<file path="src/rtl/lifo_pingpong_ctrl_pkg.sv">
// Shared definitions for the ping-pong LIFO bit-reversal controller.
// Holds the per-bank state encoding, the default block geometry and the
// payload word carried through the output buffer.
package lifo_pingpong_ctrl_pkg;

  localparam int unsigned BLOCK_LEN_DEF = 32;
  localparam int unsigned CNT_W_DEF     = 6;

  typedef enum logic [1:0] {
    BANK_EMPTY    = 2'd0,
    BANK_FILLING  = 2'd1,
    BANK_FULL     = 2'd2,
    BANK_DRAINING = 2'd3
  } bank_state_e;

  // One output bit plus its end-of-block marker.
  typedef struct packed {
    logic data;
    logic last;
  } obit_t;

  // A bank may take pushes while it is empty or partially filled.
  function automatic logic bank_writable(input bank_state_e s);
    return (s == BANK_EMPTY) || (s == BANK_FILLING);
  endfunction

  // A bank may be popped once it holds a complete block.
  function automatic logic bank_readable(input bank_state_e s);
    return (s == BANK_FULL) || (s == BANK_DRAINING);
  endfunction

endpackage

</file>
<file path="src/rtl/lifo_pingpong_ctrl_out_skid2.sv">
// Two-entry output buffer for the reversed bit stream.
// Ports:
//   clk, rst                      clock, asynchronous active-high reset
//   in_valid / in_bit / in_ready  write side (bit + last flag)
//   out_valid / out_bit / out_ready  read side, driven from the head register
//   occ                           number of occupied entries (0..2)
module out_skid2
  import lifo_pingpong_ctrl_pkg::*;
(
  input  logic       clk,
  input  logic       rst,
  input  logic       in_valid,
  input  obit_t      in_bit,
  output logic       in_ready,
  output logic       out_valid,
  output obit_t      out_bit,
  input  logic       out_ready,
  output logic [1:0] occ
);

  obit_t head_q;
  obit_t spare_q;
  logic  head_vld_q;
  logic  spare_vld_q;
  logic  enq;
  logic  deq;

  assign in_ready  = ~spare_vld_q;
  assign enq       = in_valid & ~spare_vld_q;
  assign deq       = head_vld_q & out_ready;
  assign out_valid = head_vld_q;
  assign out_bit   = head_q;
  assign occ       = 2'(head_vld_q) + 2'(spare_vld_q);

  // Head refills from the spare first so ordering is preserved; the spare
  // is only ever occupied while the head is.
  always_ff @(posedge clk or posedge rst) begin
    if (rst) begin
      head_q      <= '0;
      spare_q     <= '0;
      head_vld_q  <= 1'b0;
      spare_vld_q <= 1'b0;
    end else if (deq || !head_vld_q) begin
      if (spare_vld_q) begin
        head_q      <= spare_q;
        head_vld_q  <= 1'b1;
        spare_vld_q <= enq;
        if (enq) spare_q <= in_bit;
      end else begin
        head_vld_q <= enq;
        if (enq) head_q <= in_bit;
      end
    end else if (enq) begin
      spare_vld_q <= 1'b1;
      spare_q     <= in_bit;
    end
  end

endmodule

</file>
<file path="src/rtl/lifo_pingpong_ctrl.sv">
// Ping-pong controller that reverses each block of BLOCK_LEN bits using two
// external LIFO stacks: one bank fills while the other drains.
// Ports:
//   iClk, iRst                    clock, asynchronous active-high reset
//   iData / iValid / oReady       input bit stream
//   oData / oValid / iReady       output bit stream, oLast marks block end
//   oPush / oPop / oStkData       per-bank stack strobes and shared push data
//   iStkData / iStkEmpty / iStkFull  per-bank stack read data and flags
//   oErr                          sticky push-on-full / pop-on-empty flag
module lifo_pingpong_ctrl
  import lifo_pingpong_ctrl_pkg::*;
#(
  parameter int unsigned BLOCK_LEN = BLOCK_LEN_DEF,
  parameter int unsigned CNT_W     = CNT_W_DEF
) (
  input  logic       iClk,
  input  logic       iRst,
  input  logic       iData,
  input  logic       iValid,
  output logic       oReady,
  output logic       oData,
  output logic       oValid,
  input  logic       iReady,
  output logic       oLast,
  output logic [1:0] oPush,
  output logic [1:0] oPop,
  output logic       oStkData,
  input  logic [1:0] iStkData,
  input  logic [1:0] iStkEmpty,
  input  logic [1:0] iStkFull,
  output logic       oErr
);

  localparam logic [CNT_W-1:0] LAST_CNT  = CNT_W'(BLOCK_LEN - 1);
  localparam logic [CNT_W-1:0] BLOCK_CNT = CNT_W'(BLOCK_LEN);

  bank_state_e      bank_q [2];
  bank_state_e      bank_d [2];
  logic             wbank_q, wbank_d;
  logic             rbank_q, rbank_d;
  logic [CNT_W-1:0] wcnt_q, wcnt_d;
  logic [CNT_W-1:0] rcnt_q, rcnt_d;
  logic             ready_en_q;
  logic             inflight_q;
  logic             inflight_bank_q;
  logic             inflight_last_q;
  logic             err_q, err_d;

  logic             push_c;
  logic             pop_c;
  logic [1:0]       credit_c;

  logic             skid_in_ready;
  logic             skid_out_valid;
  obit_t            skid_in_bit;
  obit_t            skid_out_bit;
  logic [1:0]       skid_occ;

  // Next-state and stack strobes. Push only targets a writable bank and pop
  // only a readable one, so the two can never hit the same bank.
  always_comb begin
    bank_d   = bank_q;
    wbank_d  = wbank_q;
    rbank_d  = rbank_q;
    wcnt_d   = wcnt_q;
    rcnt_d   = rcnt_q;
    err_d    = err_q;
    oPush    = 2'b00;
    oPop     = 2'b00;
    oStkData = 1'b0;

    oReady   = ready_en_q & bank_writable(bank_q[wbank_q]);
    push_c   = oReady & iValid;

    // Buffer room counted after this cycle's dequeue keeps 1 bit/cycle.
    credit_c = skid_occ - {1'b0, skid_out_valid & iReady} + {1'b0, inflight_q};
    pop_c    = bank_readable(bank_q[rbank_q]) && (rcnt_q < BLOCK_CNT) &&
               (credit_c < 2'd2);

    if (push_c) begin
      oPush[wbank_q] = 1'b1;
      oStkData       = iData;
      if (wcnt_q == LAST_CNT) begin
        wcnt_d          = '0;
        bank_d[wbank_q] = BANK_FULL;
        wbank_d         = ~wbank_q;
      end else begin
        wcnt_d          = wcnt_q + CNT_W'(1);
        bank_d[wbank_q] = BANK_FILLING;
      end
    end

    if (pop_c) begin
      oPop[rbank_q] = 1'b1;
      if (rcnt_q == LAST_CNT) begin
        rcnt_d          = '0;
        bank_d[rbank_q] = BANK_EMPTY;
        rbank_d         = ~rbank_q;
      end else begin
        rcnt_d          = rcnt_q + CNT_W'(1);
        bank_d[rbank_q] = BANK_DRAINING;
      end
    end

    if ((push_c && iStkFull[wbank_q]) || (pop_c && iStkEmpty[rbank_q])) begin
      err_d = 1'b1;
    end
  end

  // State register; ready_en holds oReady low until the first edge out of reset.
  always_ff @(posedge iClk or posedge iRst) begin
    if (iRst) begin
      bank_q[0]       <= BANK_EMPTY;
      bank_q[1]       <= BANK_EMPTY;
      wbank_q         <= 1'b0;
      rbank_q         <= 1'b0;
      wcnt_q          <= '0;
      rcnt_q          <= '0;
      ready_en_q      <= 1'b0;
      inflight_q      <= 1'b0;
      inflight_bank_q <= 1'b0;
      inflight_last_q <= 1'b0;
      err_q           <= 1'b0;
    end else begin
      bank_q          <= bank_d;
      wbank_q         <= wbank_d;
      rbank_q         <= rbank_d;
      wcnt_q          <= wcnt_d;
      rcnt_q          <= rcnt_d;
      ready_en_q      <= 1'b1;
      inflight_q      <= pop_c;
      inflight_bank_q <= rbank_q;
      inflight_last_q <= (rcnt_q == LAST_CNT);
      err_q           <= err_d;
    end
  end

  // Stack read data arrives the cycle after the pop, from the bank popped.
  assign skid_in_bit.data = iStkData[inflight_bank_q];
  assign skid_in_bit.last = inflight_last_q;

  out_skid2 u_out_skid2 (
    .clk       (iClk),
    .rst       (iRst),
    .in_valid  (inflight_q & skid_in_ready),
    .in_bit    (skid_in_bit),
    .in_ready  (skid_in_ready),
    .out_valid (skid_out_valid),
    .out_bit   (skid_out_bit),
    .out_ready (iReady),
    .occ       (skid_occ)
  );

  assign oValid = skid_out_valid;
  assign oData  = skid_out_bit.data;
  assign oLast  = skid_out_bit.last;
  assign oErr   = err_q;

endmodule

</file>
<file path="config.mk">
export PLATFORM = sky130hd
export DESIGN_NAME = lifo_pingpong_ctrl
export DESIGN_NICKNAME = d
export VERILOG_FILES = /design/src/rtl/lifo_pingpong_ctrl_pkg.sv /design/src/rtl/lifo_pingpong_ctrl_out_skid2.sv /design/src/rtl/lifo_pingpong_ctrl.sv
export SDC_FILE = /design/constraint.sdc
export NUM_CORES = 1
export LEC_CHECK = 0
export CORE_ASPECT_RATIO = 1.1
export CORE_MARGIN = 5
export CORE_UTILIZATION = 52
export DETAILED_ROUTE_END_ITERATION = 12
export GPL_TIMING_DRIVEN = 0
export HOLD_SLACK_MARGIN = 0.08
export PLACE_DENSITY = 0.74
export SLEW_MARGIN = 25
export SYNTH_ARGS = -nofsm -noshare
export SYNTH_HDL_FRONTEND = slang
export SYNTH_HIERARCHICAL = 1
export SYNTH_SLANG_ARGS = --single-unit
</file>
<file path="constraint.sdc">
create_clock -name iClk -period 3.2 [get_ports iClk]
set_input_delay 0.96 -clock iClk [delete_from_list [all_inputs] [get_ports iClk]]
set_output_delay 0.96 -clock iClk [all_outputs]
set_load 0.01 [all_outputs]
</file>
==> results of run 1 <==
## flip-flops by register name (all words and copies together), names as in the netlist
signal / count
ready_en_q: 1
oErr: 1
u_out_skid2/spare_q: 2
rcnt_q: 6
u_out_skid2/out_bit: 2
wbank_q: 1
u_out_skid2/spare_vld_q: 1
wcnt_q: 6
inflight_bank_q: 1
rbank_q: 1
inflight_last_q: 1
u_out_skid2/out_valid: 1
bank_q: 2
inflight_q: 1
## cell families after synthesis
group / after synthesis
other: 1
and+or+nand+nor: 46
xor gates and xnor gates: 7
AOI/OAI and AO/OA: 21
muxes: 10
DFF: 27
adders and majority gates: 4
buffers and inverters: 9
## worst max-delay path by stage
stage                     slack [ps]                              start        to  depth (start not counted)
after floorplan                  200                             iReady   oPop[0]                          6
after global placement          -950                             iReady   oPop[1]                          8
after detailed placement       -1000                             iReady   oPop[1]                          8
after CTS                         70                             iReady   oPop[0]                          8
after global routing              -6  u_out_skid2/out_valid$_DFFE_PP0P_   oPop[0]                          8
final                             80                             iValid  oStkData                          5
## critical path: stages
cell and delay, ps:
clkdlybuf4s50_1 480, and3_1 170, buf_6 140, and2_2 140, dlygate4sd2_1 260
## metal layers
layer / track usage (%) / vias up / share of wire (%)
met5: 0 / - / 0
met2: 26.10 / 24 / 51
met3: 4.286 / 4 / 5.1
li1: - / 502 / -
met1: 19.82 / 496 / 42
met4: 7.649 / 0 / 1.5
## what timing repair did
action                                  4_1_cts  5_1_grt
pin swaps                                     2        2
setup buffers                                10        1
cloned                                        0        0
endpoints found under the setup margin        5        4
gates resized for setup                      21        5
## stage by stage
stage          cells  instance area (um2)  util, %
2_1_floorplan    125                 1363        -
3_3_place_gp     176                 1602    64.16
3_5_place_dp     176                 1602    64.16
4_1_cts          190                 1713    68.62
5_1_grt          191                 1750    70.13
6_report         191                 1750    70.13
## layout by cell type, fill, tap and decap left out, drive strengths merged, types with 3 or more instances in the layout
| cell | netlist | final |
|---|---|---|
| inv | 7 | 7 |
| and3 | 8 | 8 |
| nor2 | 10 | 10 |
| dlygate4sd2 | 0 | 3 |
| clkbuf | 0 | 3 |
| mux2i | 3 | 3 |
| and2 | 5 | 5 |
| xnor2 | 6 | 6 |
| a31oi | 7 | 7 |
| clkdlybuf4s50 | 0 | 14 |
| mux2 | 7 | 7 |
| nor2b | 4 | 4 |
| dfrtp | 27 | 27 |
| o21ai | 5 | 5 |
| ha | 4 | 4 |
| buf | 2 | 16 |
| a21oi | 5 | 5 |
| nand2 | 10 | 10 |
## power by group
part	leakage, uW	switching (uW)	internal (uW)
clock	0.0000177	99.4	46.8
combinational	0.000483	36.6	49.3
sequential	0.000347	34.3	370
## cell type report
cell class / count / area [um2] / share of cell area (%)
Timing Repair Buffer: 31 / 270.3 / 15.44
Buffer: 2 / 22.52 / 1.287
Clock buffer: 3 / 22.52 / 1.287
Multi-Input combinational cell: 89 / 689.4 / 39.39
Sequential cell: 27 / 675.6 / 38.60
Inverter: 7 / 26.28 / 1.501
Tap cell: 31 / 38.79 / 2.216
Clock inverter: 1 / 5.005 / 0.2859
==> impl_metrics.csv, run 1 <==
group,metric,value,unit
placement,dpl_worst_slack,-998.9,ps
final_layout,diodes,0,
pwr,p_total,636.3,uW
min_path,min_from,"wcnt_q[4]$_DFFE_PP0N_",
global_route,grt_pass1_wl,4698,um
setup_path,crit_required,2240,ps
synth,yosysWarnings,6,
min_path,hold_depth,1,
floorplan,die_w,58.81,um
floorplan,start_util,54.59,%
setup_path,r2r_setup_slack,160,ps
synth,synth_compound_area_share,9.275,%
clock_tree,cts_tree,"done",
pwr,power.density_cell_area,363.5,nW/um2
route,vias_per_cell,5.372,
timing,maxSlewHeadroom,46.05,%
clock_tree,clk_pin_slew_worst_paths,140,ps
clock_tree,cts_num_sinks,27,
setup_path,reg2reg_from,"u_out_skid2/out_valid$_DFFE_PP0P_",
synth,synth-edff-count,0,
min_path,worstHoldEndpoint,"wcnt_q[4]$_DFFE_PP0N_",
synth,synth_top_family_by_area,"simple AND/OR/NAND/NOR gates",
global_route,grt_max_degree,22,
floorplan,pin_count,21,
floorplan,core,2496,um2
route,totalWireLength,2748,um
setup_path,r2r-end,"rcnt_q[0]$_DFFE_PP0N_",
global_route,antenna_found_initial,0,
pwr,vdd_drop_max,0.2654,mV
floorplan,rows,19,
clock_tree,cts_buffers,3,
placement,hpwl,1908,um
synth,synth_xor_area_share,4.500,%
setup_path,r2r_cells,16,
synth,synth-seq-cells,27,
route,num_vias,1026,
setup_path,crit_path_start_kind,"input port",
placement,place.gp.congestion,0.8325,
timing,fmax,320.7,MHz
synth,post-synth-top-count-cell,"dfrtp_1",
clock_tree,clock-root-buffer,"clkbuf_4",
clock_tree,cts-htree-levels,1,
synth,ys_types,34,
synth,synth_nets,140,
timing,finalWorstSetupSlack,81.89,ps
floorplan,die_area,3745,um2
timing,worst_slew_pin_slew,808.3,ps
timing,hold_violations,0,
clock_tree,cts_hold_buf,0,
setup_path,worstSetupPathType,"input port to output port",
final_layout,fillers,196,
synth,synth-simple-area-share,20.29,%
synth,synth_area_per_cell,10.90,um2
synth,synth_top_cell_by_area,"dfrtp_1",
timing,min_period,3118,ps
synth,synth.yosys.seq_area_share,49.59,%
synth,synthArstFlopShare,100.0,%
route,drc,0,
timing,holdWs,515.2,ps
floorplan,chipHeight,63.69,um
job,max_cap_viol_count,0,
final_layout,nets,176,
global_route,track_usage,16.24,%
final_layout,area_delta_synth_final,28.47,%
route,firstDrtPassIters,4,
pwr,leakagePower,0.0008480,uW
synth,synth_flop_cell,"dfrtp_1",
synth,synthCells,125,
outcome,status,"complete, no violations",
global_route,grt_pass1_vias,1023,
timing,fin_skew,9.706,ps
synth,synth-adder-area-share,3.673,%
synth,synth.top_cells.by_area,"dfrtp_1, xnor2_1, ha_1, mux2_2, mux2_4",
route,drt_iter0_markers,32,
placement,portBuffers,20,
route,ant_nets,0,
final_layout,drive_gt1_share,28.13,%
synth,synthMuxAreaShare,8.815,%
route,wl_per_cell,14.39,um
timing,final.setup.tns,0,ps
setup_path,endpoint_kind,"output port",
global_route,overflow,0,
timing,period_share,97.44,%
timing,report.final.setup_viol,0,
clock_tree,worstSkewPairLatency,320,ps
min_path,hold_path_class,"register to register",
setup_path,crit_fanout,10,
synth,post-synth-top-area-fraction,49.59,%
synth,synth_commonest_cells,"dfrtp_1, nand2_1, nor2_1",
timing,final_max_slew_viol_count,0,
synth,syn-cell-area,1363,um2
clock_tree,cts_buffer_depth,2,
setup_path,arrival,2160,ps
Note: power is estimated with default switching activity, not from simulation.
==> inputs of run 2 (changes only) <==
CAP_MARGIN = 20   (was default)
==> results of run 2 <==
Final layout, timing and power as in run 1 (identical DEF).
